$ cat config.mk
export PLATFORM = sky130hd
export DESIGN_NAME = ps2_rx_fifo
export DESIGN_NICKNAME = d
export VERILOG_FILES = /design/src/rtl/ps2_rx_fifo.sv
export SDC_FILE = /design/constraint.sdc
export NUM_CORES = 1
export LEC_CHECK = 0
export ABC_CLOCK_PERIOD_IN_PS = 5200
export BUFFER_PORTS_ARGS = -buffer_cell sky130_fd_sc_hd__buf_2
export CAP_MARGIN = 20
export CORE_AREA = 10 10 97 163
export CTS_BUF_LIST = sky130_fd_sc_hd__clkbuf_2
export DETAILED_ROUTE_END_ITERATION = 12
export DIE_AREA = 0 0 107 173
export PLACE_DENSITY = 0.82
export SLEW_MARGIN = 20
export SYNTH_ARGS = -nofsm -noshare
export SYNTH_HDL_FRONTEND = slang
export SYNTH_SLANG_ARGS = --single-unit
export TNS_END_PERCENT = 10
$ cat constraint.sdc
create_clock -name clk -period 5.2 [get_ports clk]
set_input_delay 1.04 -clock clk [delete_from_list [all_inputs] [get_ports clk]]
set_output_delay 1.04 -clock clk [all_outputs]
set_load 0.01 [all_outputs]
$ cat src/rtl/ps2_rx_fifo.sv
// PS/2 keyboard receiver: synchronise and filter the pins, check each frame, decode
// make/break/extended prefixes and queue key events behind a ready/valid FIFO.
module ps2_rx_fifo #(
    parameter int unsigned FILT_LEN    = 3,
    parameter int unsigned TIMEOUT_CYC = 50000,
    parameter int unsigned FIFO_DEPTH  = 8
) (
    input  logic       clk,
    input  logic       reset,
    input  logic       keyClock,
    input  logic       keyData,
    output logic       evt_valid,
    input  logic       evt_ready,
    output logic [7:0] evt_code,
    output logic       evt_break,
    output logic       evt_ext,
    output logic [3:0] evt_digit,
    output logic       parity_err,
    output logic       framing_err,
    output logic       overflow
);

    localparam int unsigned FiltW  = $clog2(FILT_LEN + 1);
    localparam int unsigned TimerW = $clog2(TIMEOUT_CYC + 1);
    localparam int unsigned AddrW  = $clog2(FIFO_DEPTH);
    localparam int unsigned CountW = AddrW + 1;

    localparam logic [FiltW-1:0]  FiltLast  = FiltW'(FILT_LEN - 1);
    localparam logic [TimerW-1:0] TimerLast = TimerW'(TIMEOUT_CYC - 1);
    localparam logic [CountW-1:0] CountFull = CountW'(FIFO_DEPTH);

    typedef enum logic [1:0] {StIdle, StRecv, StStop} stateT;

    // ------------------------------------------------------------------
    // Pin synchronisers and clock glitch filter
    // ------------------------------------------------------------------
    logic [1:0]       clkSync;
    logic [1:0]       dataSync;
    logic             filtLvl;
    logic [FiltW-1:0] filtCnt;
    logic             strobe;
    logic             dataBit;

    assign dataBit = dataSync[1];

    always_ff @(posedge clk or negedge reset) begin
        if (!reset) begin
            clkSync  <= 2'b11;
            dataSync <= 2'b11;
        end else begin
            clkSync  <= {clkSync[0], keyClock};
            dataSync <= {dataSync[0], keyData};
        end
    end

    // The filtered level flips on the FILT_LEN-th consecutive differing sample;
    // strobe marks the 1->0 flip for exactly one cycle.
    always_ff @(posedge clk or negedge reset) begin
        if (!reset) begin
            filtLvl <= 1'b1;
            filtCnt <= '0;
            strobe  <= 1'b0;
        end else begin
            strobe <= 1'b0;
            if (clkSync[1] == filtLvl) begin
                filtCnt <= '0;
            end else if (filtCnt == FiltLast) begin
                filtLvl <= clkSync[1];
                filtCnt <= '0;
                strobe  <= filtLvl;
            end else begin
                filtCnt <= filtCnt + FiltW'(1);
            end
        end
    end

    // ------------------------------------------------------------------
    // Frame FSM
    // ------------------------------------------------------------------
    stateT             stateQ, stateD;
    logic [3:0]        bitCntQ, bitCntD;
    logic [8:0]        shiftQ, shiftD;
    logic [TimerW-1:0] timerQ, timerD;
    logic              acceptQ, acceptD;
    logic              parErrD, frmErrD;

    always_ff @(posedge clk or negedge reset) begin
        if (!reset) begin
            stateQ      <= StIdle;
            bitCntQ     <= '0;
            shiftQ      <= '0;
            timerQ      <= '0;
            acceptQ     <= 1'b0;
            parity_err  <= 1'b0;
            framing_err <= 1'b0;
        end else begin
            stateQ      <= stateD;
            bitCntQ     <= bitCntD;
            shiftQ      <= shiftD;
            timerQ      <= timerD;
            acceptQ     <= acceptD;
            parity_err  <= parErrD;
            framing_err <= frmErrD;
        end
    end

    always_comb begin
        stateD  = stateQ;
        bitCntD = bitCntQ;
        shiftD  = shiftQ;
        timerD  = timerQ;
        acceptD = 1'b0;
        parErrD = 1'b0;
        frmErrD = 1'b0;
        case (stateQ)
            StIdle: begin
                timerD = '0;
                if (strobe && !dataBit) begin
                    stateD  = StRecv;
                    bitCntD = '0;
                end
            end
            StRecv: begin
                if (strobe) begin
                    timerD = '0;
                    // Data LSB first, parity last: after 9 shifts parity sits in bit 8.
                    shiftD = {dataBit, shiftQ[8:1]};
                    if (bitCntQ == 4'd8) begin
                        stateD = StStop;
                    end else begin
                        bitCntD = bitCntQ + 4'd1;
                    end
                end else if (timerQ == TimerLast) begin
                    frmErrD = 1'b1;
                    stateD  = StIdle;
                end else begin
                    timerD = timerQ + TimerW'(1);
                end
            end
            StStop: begin
                if (strobe) begin
                    timerD = '0;
                    stateD = StIdle;
                    if (!dataBit) begin
                        frmErrD = 1'b1;
                    end else if (!(^shiftQ)) begin
                        parErrD = 1'b1;
                    end else begin
                        acceptD = 1'b1;
                    end
                end else if (timerQ == TimerLast) begin
                    frmErrD = 1'b1;
                    stateD  = StIdle;
                end else begin
                    timerD = timerQ + TimerW'(1);
                end
            end
            default: stateD = StIdle;
        endcase
    end

    // ------------------------------------------------------------------
    // Prefix decoder and digit translation
    // ------------------------------------------------------------------
    logic [7:0] rxByte;
    logic       extPend, brkPend;
    logic       isPrefix;
    logic       pushReq;
    logic [3:0] digit;

    assign rxByte   = shiftQ[7:0];
    assign isPrefix = (rxByte == 8'hE0) || (rxByte == 8'hF0);
    assign pushReq  = acceptQ && !isPrefix;

    always_ff @(posedge clk or negedge reset) begin
        if (!reset) begin
            extPend <= 1'b0;
            brkPend <= 1'b0;
        end else if (parity_err || framing_err) begin
            extPend <= 1'b0;
            brkPend <= 1'b0;
        end else if (acceptQ) begin
            if (rxByte == 8'hE0) begin
                extPend <= 1'b1;
            end else if (rxByte == 8'hF0) begin
                brkPend <= 1'b1;
            end else begin
                extPend <= 1'b0;
                brkPend <= 1'b0;
            end
        end
    end

    always_comb begin
        digit = 4'hF;
        if (!extPend) begin
            case (rxByte)
                8'h45:   digit = 4'd0;
                8'h16:   digit = 4'd1;
                8'h1E:   digit = 4'd2;
                8'h26:   digit = 4'd3;
                8'h25:   digit = 4'd4;
                8'h2E:   digit = 4'd5;
                8'h36:   digit = 4'd6;
                8'h3D:   digit = 4'd7;
                8'h3E:   digit = 4'd8;
                8'h46:   digit = 4'd9;
                default: digit = 4'hF;
            endcase
        end
    end

    // ------------------------------------------------------------------
    // Event FIFO
    // ------------------------------------------------------------------
    logic [13:0]       mem [FIFO_DEPTH];
    logic [AddrW-1:0]  wrPtr, rdPtr;
    logic [CountW-1:0] count;
    logic              full, pop, doPush;
    logic [13:0]       headWord;

    assign full      = (count == CountFull);
    assign evt_valid = (count != '0);
    assign pop       = evt_valid && evt_ready;
    assign doPush    = pushReq && (!full || pop);
    assign headWord  = mem[rdPtr];

    always_ff @(posedge clk) begin
        if (doPush) begin
            mem[wrPtr] <= {rxByte, brkPend, extPend, digit};
        end
    end

    always_ff @(posedge clk or negedge reset) begin
        if (!reset) begin
            wrPtr    <= '0;
            rdPtr    <= '0;
            count    <= '0;
            overflow <= 1'b0;
        end else begin
            if (doPush) begin
                wrPtr <= wrPtr + AddrW'(1);
            end
            if (pop) begin
                rdPtr <= rdPtr + AddrW'(1);
            end
            if (doPush && !pop) begin
                count <= count + CountW'(1);
            end else if (pop && !doPush) begin
                count <= count - CountW'(1);
            end
            if (pushReq && full && !pop) begin
                overflow <= 1'b1;
            end
        end
    end

    // Head fields read as their reset values while the FIFO is empty.
    assign evt_code  = evt_valid ? headWord[13:6] : 8'h00;
    assign evt_break = evt_valid ? headWord[5] : 1'b0;
    assign evt_ext   = evt_valid ? headWord[4] : 1'b0;
    assign evt_digit = evt_valid ? headWord[3:0] : 4'hF;

endmodule

---- Word level (Yosys, flattened, before mapping) ----
Memory sizes are Yosys's and may differ from the RTL's.
Cells that the tools add are included.
word-level totals
  bits in registers ....................... 55
  memory bits (writable) .................. 112
  input port bits ......................... 5
  memories ................................ 1
cells by class
  $add $sub $neg .......................... 7
  equal/unequal tests ..................... 26
  multiplexer cells ....................... 48
  bitwise logic cells ..................... 1
  reductions and logical operators ........ 31
memories
  memory  depth  bits a word  rd ports  clocked after Yosys merged registers in  wr ports  RTL line  source
  mem     8      14           1         0                                        1         216       logic [13:0] mem [FIFO_DEPTH];
operator list
  operator                 number
  $eq A8 B6 Y1 const B     6
  $pmux W4 S10             1
  $mux W16                 2
  $pmux W16 S2             1
  $mux W4                  7
  $mux W1                  26
  $add A16 B1 Y16 const B  1
  $eq A16 B16 Y1 const B   1
  $eq A8 B5 Y1 const B     2
  $eq A8 B7 Y1 const B     2
  $eq A8 B8 Y1 const B     2
  $mux W2                  7
  $reduce_and A2 Y1        6
  $reduce_xor A9 Y1        1
  $add A4 B1 Y4 const B    2
  $eq A4 B4 Y1 const B     2
  $logic_and A1 B1 Y1      8
  $mux W8                  1
  $pmux W4 S2              1
  $reduce_bool A2 Y1       4
  $add A3 B1 Y3 const B    2
  $ne A2 B2 Y1 const B     3
  $ne A3 B3 Y1 const B     2
  $pmux W2 S3              1
  15 further kinds         22

---- Longest topological paths before layout ----
Gate-level depths: netlist of the first run.
  depth in word-level cells ............... 9
  depth in mapped cells ................... 11
  mapped depth without buffers ............ 11

---- Worst setup path before layout of the first run ----
OpenSTA, ideal clock, no wires.
  path kind ............................... register -> register
  start ................................... register shiftQ[4]
  end ..................................... memory mem[0][0] (enable)
  setup time .............................. 403 ps
  data arrival time ....................... 2459 ps
  slack ................................... 2338 ps
  cell stages (with the launch flop) ...... 7
  buffers on the path ..................... 0
  period minus slack after synthesis ...... 2862 ps
  cell sequence ........................... dfrtp_1 inv_1 ha_1 o2111ai_1 o311a_4 nand2b_1 nor3_1
between the ends
  longest elaborated chain between the ends .. 7
  elaborated cells between the ends (all ways) .. 8
  those cells by class .................... eq/ne (2); mux (2); reduce/logical (4)
RTL lines
  item                             RTL line  source
  start, declared                  82        logic [8:0] shiftQ, shiftD;
  start signal, assigned           99        shiftQ <= shiftD;
  $eq A8 B8 Y1                     172       assign isPrefix = (rxByte == 8'hE0) || (rxByte == 8'hF0);
  $logic_or A1 B1 Y1 *             172
  $logic_not A1 Y1 *               173       assign pushReq = acceptQ && !isPrefix;
  $logic_and A1 B1 Y1 *            173
  $logic_and A1 B1 Y1 *            225       assign doPush = pushReq && (!full || pop);
  net doPush                       219       logic full, pop, doPush;
  $mux W1 *                        229       if (doPush) begin
  $mux W1 (not written as such) *  230       mem[wrPtr] <= {rxByte, brkPend, extPend, digit};
  end, declared                    216
The timed path passes the listed nets; every way through them passes the cells marked *.

---- Final worst setup path of the first run ----
  start ................................... register rdPtr[0]
  end ..................................... output evt_code[6]
between the ends
  longest elaborated chain between the ends .. 2
RTL lines
  item                    RTL line  source
  start, declared         217       logic [AddrW-1:0] wrPtr, rdPtr;
  start signal, assigned  245       rdPtr <= rdPtr + AddrW'(1);
  $mem_v2 Z8 W14          n/a
  $mux W8                 259       assign evt_code = evt_valid ? headWord[13:6] : 8'h00;
  end, declared           14        output logic [7:0] evt_code,
No other way between the ends.

==> out/metrics.cfg, run 1 <==
[clocking]
clockBufferDepth=2
cts_max_level=4
cts-root-buf=clkbuf_2
holdBufCountCts=0
cts_tree=done
cts_resized=0
cts_setup_buffers=0
clock_sinks=167
cts_buffers=17
clk_latency_ns=0.75
clk_pin_slew_ns=0.29

[hold_path]
holdPathEnd=dataSync[0]
min_path_type=primary input to flip-flop
hold_depth=1
hold_path_startpoint=keyData

[global_routing]
grt_max_degree=56
grt_pass1_vias=4472
grt_pass1_wl_um=22900
grtUsageTotal_pct=15.7
overflow=0
antenna_found_initial=1

[sta]
fmax_ghz=0.253
rsz0062_at_grt=no
period_needed_ns=3.96
skew_ns=0.0425
slew_headroom_pct=31.0
slew_violations=0
finalCritPeriodShare_pct=76.1
tightest_slew_ns=1.04
setup_viol=0
setup_slack_ns=1.24
final_hold_viol_count=0
tns_ns=0
whs_ns=0.359

[route]
drtIter0Drc=326
num_vias=4280
vias_per_cell=5.99
drc=0
firstDrtPassIters=5
ant_nets=0
wirelength_um=13900
routedWlPerCell_um=19.5

[yosys]
synthMuxAreaShare_pct=12.2
synth_cell_types=61
synth-simple-area-share_pct=9.37
synth_cells=502
synth_warnings=0
synth_top_family_by_area=multiplexers
syn_area_per_cell_um2=14.8
synth_top_area_share_pct=45.3
synth_flop_cell=edfxtp_1
synth_nets=533
netlist_top_cells_area=edfxtp_1, dfrtp_1, mux4_2
syn-cell-area_um2=7420
synth-seq-cells=167
synth-async-reset-ratio_pct=32.9
synth_compound_area_share_pct=6.39
synthAdderAreaFrac_pct=4.48
synth-seq-area-share_pct=64.0
yosysTopAreaCell=edfxtp_1
synth-edff-count=112
synth_xor_area_share_pct=1.30

[setup_path]
worstRegToRegCells=10
critPathCaptureType=output port
r2r_slack_ns=1.64
crit_fanout=30
cp.required_ns=4.16
worstSetupStartpointType=flip-flop
crit_type=flip-flop to output port
worstPathArrival_ns=2.92
r2r_start=count[0]
reg2reg_to=count[3]

[floorplan]
die_y_um=173
start_util_pct=57.4
top_level_ports=23
fp.dieW_um=107
core-area_um2=12900
dieArea_um2=18500
rows=55

[finish]
fillers=1014
final_cell_mix=edfxtp_1, dfrtp_1, nand2_1
drive_gt1_share_pct=21.2
final_nets=560
area_delta_synth_final_pct=7.62
seq_area_um2=4750
multiInputGateArea_um2=2530
final_common_cell=edfxtp_1

[power_and_ir_drop]
ir_drop_uv=267
power_density_nw_per_um2=393
p_leak_nw=2.76

[placed_design]
dp_hpwl_um=9200
place.gp.congestion=0.901
pre_cts_ws_ns=1.69
port_buffers=22

[run_status]
status=complete, no violations

[job]
cap_violations=0

-- cell usage after synthesis (4+ instances only) --
cell type  instances
dfstp_2            5
nand2b_1           7
nor2b_1            4
nor2_1            26
clkbuf_1           7
xnor2_1           10
nand3_1           10
o21ai_0           25
ha_1              25
buf_2              7
dfrtp_1           50
nand2_1           44
nand4_1            6
nor3_1            14
or3_1              6
mux2i_1           20
mux4_2            28
inv_1             19
a21oi_1           12
edfxtp_1         112
mux2_2             5
-- per-stage QoR --
stage | utilization (%) | cell area, um^2 | instances | total power (W)
floorplan | - | 7420 | 502 | 0.00225
global placement | 59.5 | 7700 | 681 | 0.00241
detailed placement | 59.5 | 7700 | 681 | 0.00244
CTS | 61.7 | 7980 | 713 | 0.00316
global route | 61.7 | 7990 | 714 | 0.00331
finish | 61.7 | 7990 | 714 | 0.00314
-- cells by family (layout without fill, tap and decap cells) --
| family | Yosys count | count (layout) |
|---|---|---|
| and+or+nand+nor | 135 | 135 |
| other | 0 | 1 |
| adders and majority gates | 26 | 26 |
| muxes | 54 | 54 |
| DFF | 167 | 167 |
| AOI/OAI and AO/OA | 71 | 71 |
| xor gates and xnor gates | 11 | 11 |
| buffers and inverters | 38 | 78 |
-- power breakdown --
part	switching, W	internal (W)	total, W
Sequential	0.000209	0.00149	0.00170
Clock	0.000519	0.000211	0.000730
Combinational	0.000339	0.000369	0.000708
-- flip-flops by register name (all words and copies together), names as in the netlist --
| register | cells |
|---|---|
| strobe | 1 |
| clkSync | 2 |
| parity_err | 1 |
| extPend | 1 |
| rdPtr | 3 |
| dataSync | 2 |
| filtLvl | 1 |
| mem | 112 |
| wrPtr | 3 |
| bitCntQ | 4 |
| shiftQ | 9 |
| overflow | 1 |
| brkPend | 1 |
| framing_err | 1 |
| stateQ | 2 |
| filtCnt | 2 |
| count | 4 |
| acceptQ | 1 |
| timerQ | 16 |
-- per-layer routing --
layer  share of wire, %  track usage (%)
met1                 38             17.2
met5                  0                0
met3                5.2             3.95
met2                 55             28.0
met4                2.3             5.90
-- area by class of cell --
type                       instances  share of cell area (%)
antenna                            1                  0.0313
clock buffer                      17                    1.07
clock inverter                    15                    2.46
inverter                          20                   0.940
multi-input combinational        297                    31.6
sequential                       167                    59.4
tap                              171                    2.68
timing repair buffer              26                    1.75
-- worst max-delay path: stages, from the launching register on --
cell and delay [ns]:
dfrtp_2 1.09, mux4_2 0.60, mux2i_1 0.23, nor2_1 0.06
buf_2 0.17
-- worst max path at each step --
stage                         start     endpoint  slack [ns]  depth (start not counted)
after floorplan           shiftQ[4]    mem[0][0]        2.34                          6
after global placement     count[0]     count[3]        1.84                         10
after detailed placement   count[0]     count[3]        1.69                         10
after CTS                  rdPtr[0]  evt_code[6]        1.11                          4
after global routing       rdPtr[0]  evt_code[6]        0.95                          4
final                      rdPtr[0]  evt_code[6]        1.24                          4
(Power assumes the default switching activity.)
==> inputs of run 2 (changes only) <==
--- a/config.mk
+++ b/config.mk
@@ -5,14 +5,14 @@
 export SDC_FILE = /design/constraint.sdc
 export NUM_CORES = 1
 export LEC_CHECK = 0
-export ABC_CLOCK_PERIOD_IN_PS = 5200
+export ABC_CLOCK_PERIOD_IN_PS = 3500
 export BUFFER_PORTS_ARGS = -buffer_cell sky130_fd_sc_hd__buf_2
 export CAP_MARGIN = 20
 export CORE_AREA = 10 10 97 163
 export CTS_BUF_LIST = sky130_fd_sc_hd__clkbuf_2
 export DETAILED_ROUTE_END_ITERATION = 12
 export DIE_AREA = 0 0 107 173
-export PLACE_DENSITY = 0.82
+export PLACE_DENSITY = 0.85
 export SLEW_MARGIN = 20
 export SYNTH_ARGS = -nofsm -noshare
 export SYNTH_HDL_FRONTEND = slang
==> constraint.sdc (replaced) <==
create_clock -name clk -period 3.5 [get_ports clk]
set_input_delay 0.7 -clock clk [delete_from_list [all_inputs] [get_ports clk]]
set_output_delay 0.7 -clock clk [all_outputs]
set_load 0.01 [all_outputs]
==> run 2 against run 1 <==
Against the previous run:
- combinational power is 74% higher
- die area stayed put
- via count is 0.68% higher
- core utilization is 0.27 points higher
- sequential share of layout area is 0.26 points lower
- clock-buffer cell count stayed put
- sequential power is 42% higher
- first-iteration DRC count is 42% lower
- critical path depth is 7 higher
- global-route usage is 0.17 points lower
- cell count is 1.4% higher
- sequential cell count stayed put
==> out/metrics.cfg, run 2 (same netlist as run 1, synthesis figures left out) <==
[run_status]
status=complete, no violations  ; unchanged

[finish]
top_register=mem  ; unchanged
area_delta_synth_final_pct=8.09  ; was 7.62%
final_cell_mix=edfxtp_1, dfrtp_1, nand2_1  ; unchanged
final_common_cell=edfxtp_1  ; unchanged
largest_reg_flops=112  ; unchanged
final_nets=570  ; was 560
reg.largest.list=mem x112, timerQ x16, shiftQ x9  ; unchanged
drive_gt1_share_pct=21.0  ; was 21.2%

[power_and_ir_drop]
combPwrFrac_pct=26.4  ; was 22.6%
power.total_w=0.00464  ; was 0.00314 W
p_leak_nw=2.78  ; was 2.76 nW
pwr-share-clk_pct=21.6  ; was 23.3%
switching_share_pct=33.4  ; was 34.0%
power_density_nw_per_um2=578  ; was 393 nW/um^2
seqPwrFrac_pct=52.0  ; was 54.1%
switchingPower_w=0.00155  ; was 0.00107 W
p_int_w=0.00309  ; was 0.00207 W
ir_drop_uv=345  ; was 267 uV

[sta]
tightest_slew_ns=0.965  ; was 1.04 ns
final_hold_viol_count=0  ; unchanged
rsz0062_at_grt=no  ; unchanged
finalCritPeriodShare_pct=94.2
slew_headroom_pct=35.0  ; was 31.0%
period_needed_ns=3.30
setup_slack_ns=0.203  ; was 1.24 ns
tns_ns=0  ; unchanged
slew_violations=0  ; unchanged
skew_ns=0.0327  ; was 0.0425 ns
setup_viol=0  ; unchanged
fmax_ghz=0.303

[setup_path]
worstSetupStartpointType=flip-flop  ; unchanged
crit_fanout=12  ; was 30
crit_type=flip-flop to flip-flop  ; was flip-flop to output port
worstPathArrival_ns=3.91  ; was 2.92 ns
cp.required_ns=4.11  ; was 4.16 ns
critPathCaptureType=flip-flop  ; was output port

[route]
ant_nets=0  ; unchanged
drc=0  ; unchanged
wirelength_um=13800  ; was 13900 um
dr_wl_met2_um=7590  ; was 7630 um
drtIter0Drc=188  ; was 326
wl_met3_um=551  ; was 722 um
num_vias=4309  ; was 4280
vias_per_cell=5.95  ; was 5.99
top_layer=met4  ; unchanged
firstDrtPassIters=4  ; was 5
wl_met1_um=5250  ; was 5230 um
routedWlPerCell_um=19.1  ; was 19.5 um

[floorplan]
core-area_um2=12900  ; unchanged
rows=55  ; unchanged
top_level_ports=23  ; unchanged
dieArea_um2=18500  ; unchanged
fp.dieW_um=107  ; unchanged
die_y_um=173  ; unchanged
start_util_pct=57.4  ; unchanged

[clocking]
clockBufferDepth=2  ; unchanged
clk_pin_slew_ns=0.24  ; was 0.29 ns
clock_sinks=167  ; unchanged
cts_buffers=17  ; unchanged
cts_tree=done  ; unchanged
clk_latency_ns=0.71  ; was 0.75 ns
cts-root-buf=clkbuf_2  ; unchanged
cts_resized=0  ; unchanged
holdBufCountCts=2  ; was 0
cts_setup_buffers=0  ; unchanged
cts_max_level=4  ; unchanged

[global_routing]
grt_max_degree=43  ; was 56
antenna_found_initial=1  ; unchanged
grtUsageTotal_pct=15.5  ; was 15.7%
grt_pass1_wl_um=22600  ; was 22900 um
overflow=0  ; unchanged
grt_pass1_vias=4545  ; was 4472

[job]
cap_violations=0  ; unchanged

[placed_design]
pre_cts_ws_ns=0.259  ; was 1.69 ns
port_buffers=22  ; unchanged
dp_hpwl_um=9340  ; was 9200 um
place.gp.congestion=0.853  ; was 0.901

[hold_path]
min_path_type=primary input to async pin  ; was primary input to flip-flop

run 2: cell type report:
type | instances | area, um^2
Clock inverter | 15 | 154
Timing Repair Buffer | 36 | 233
Sequential cell | 167 | 4750
Multi-Input combinational cell | 297 | 2510
Fill cell | 991 | 4920
Tap cell | 171 | 214
Inverter | 20 | 75.1
Clock buffer | 17 | 85.1
Antenna cell | 1 | 2.50
run 2: final timing paths:
| check | depth (start not counted) | end | startpoint | slack (ns) |
|---|---|---|---|---|
| max | 11 | count[3] | shiftQ[4] | 0.20 |
| min reg2reg | 0 | clkSync[1] | clkSync[0] | 0.37 |
| min | 1 | timerQ[0] | reset | 0.12 |
| max in group asynchronous | 2 | clkSync[0] | reset | 2.54 |
| min in group clk | 2 | overflow | evt_ready | 0.24 |
| max reg2reg | 11 | count[3] | shiftQ[4] | 0.20 |
run 2: critical path, stage by stage, from the launching register on:
cell,delay [ns]
dfrtp_1,0.61
inv_1,0.14
ha_1,0.30
o2111ai_1,0.40
o311a_4,0.33
ha_1,0.22
inv_1,0.12
ha_1,0.30
a21o_1,0.19
a21oi_1,0.21
mux2i_1,0.27
o31ai_1,0.10
run 2: routing by layer:
| layer | global-route usage, % | vias up |
|---|---|---|
| li1 | - | 1991 |
| met3 | 3.72 | 32 |
| met4 | 7.88 | 0 |
| met5 | 0 | - |
| met2 | 27.5 | 94 |
| met1 | 16.4 | 2192 |
run 2: power groups by stage:
stage / registers, W / clock network, W / logic [W]
6_report: 0.00241 / 0.00100 / 0.00123
5_1_grt: 0.00244 / 0.00112 / 0.00137
4_1_cts: 0.00242 / 0.00103 / 0.00125
3_5_place_dp: 0.00246 / 0 / 0.00124
3_3_place_gp: 0.00244 / 0 / 0.00119
2_1_floorplan: 0.00234 / 0 / 0.00102
run 2: through the flow:
step | std cells | utilization [%] | hold slack [ns] | cell area (um^2)
finish | 724 | 62.0 | 0.115 | 8020
global route | 724 | 62.0 | 0.0678 | 8020
CTS | 723 | 62.0 | 0.0685 | 8020
detailed placement | 689 | 60.0 | 0.347 | 7760
global placement | 689 | 60.0 | 0.347 | 7760
floorplan | 502 | - | 0.345 | 7420
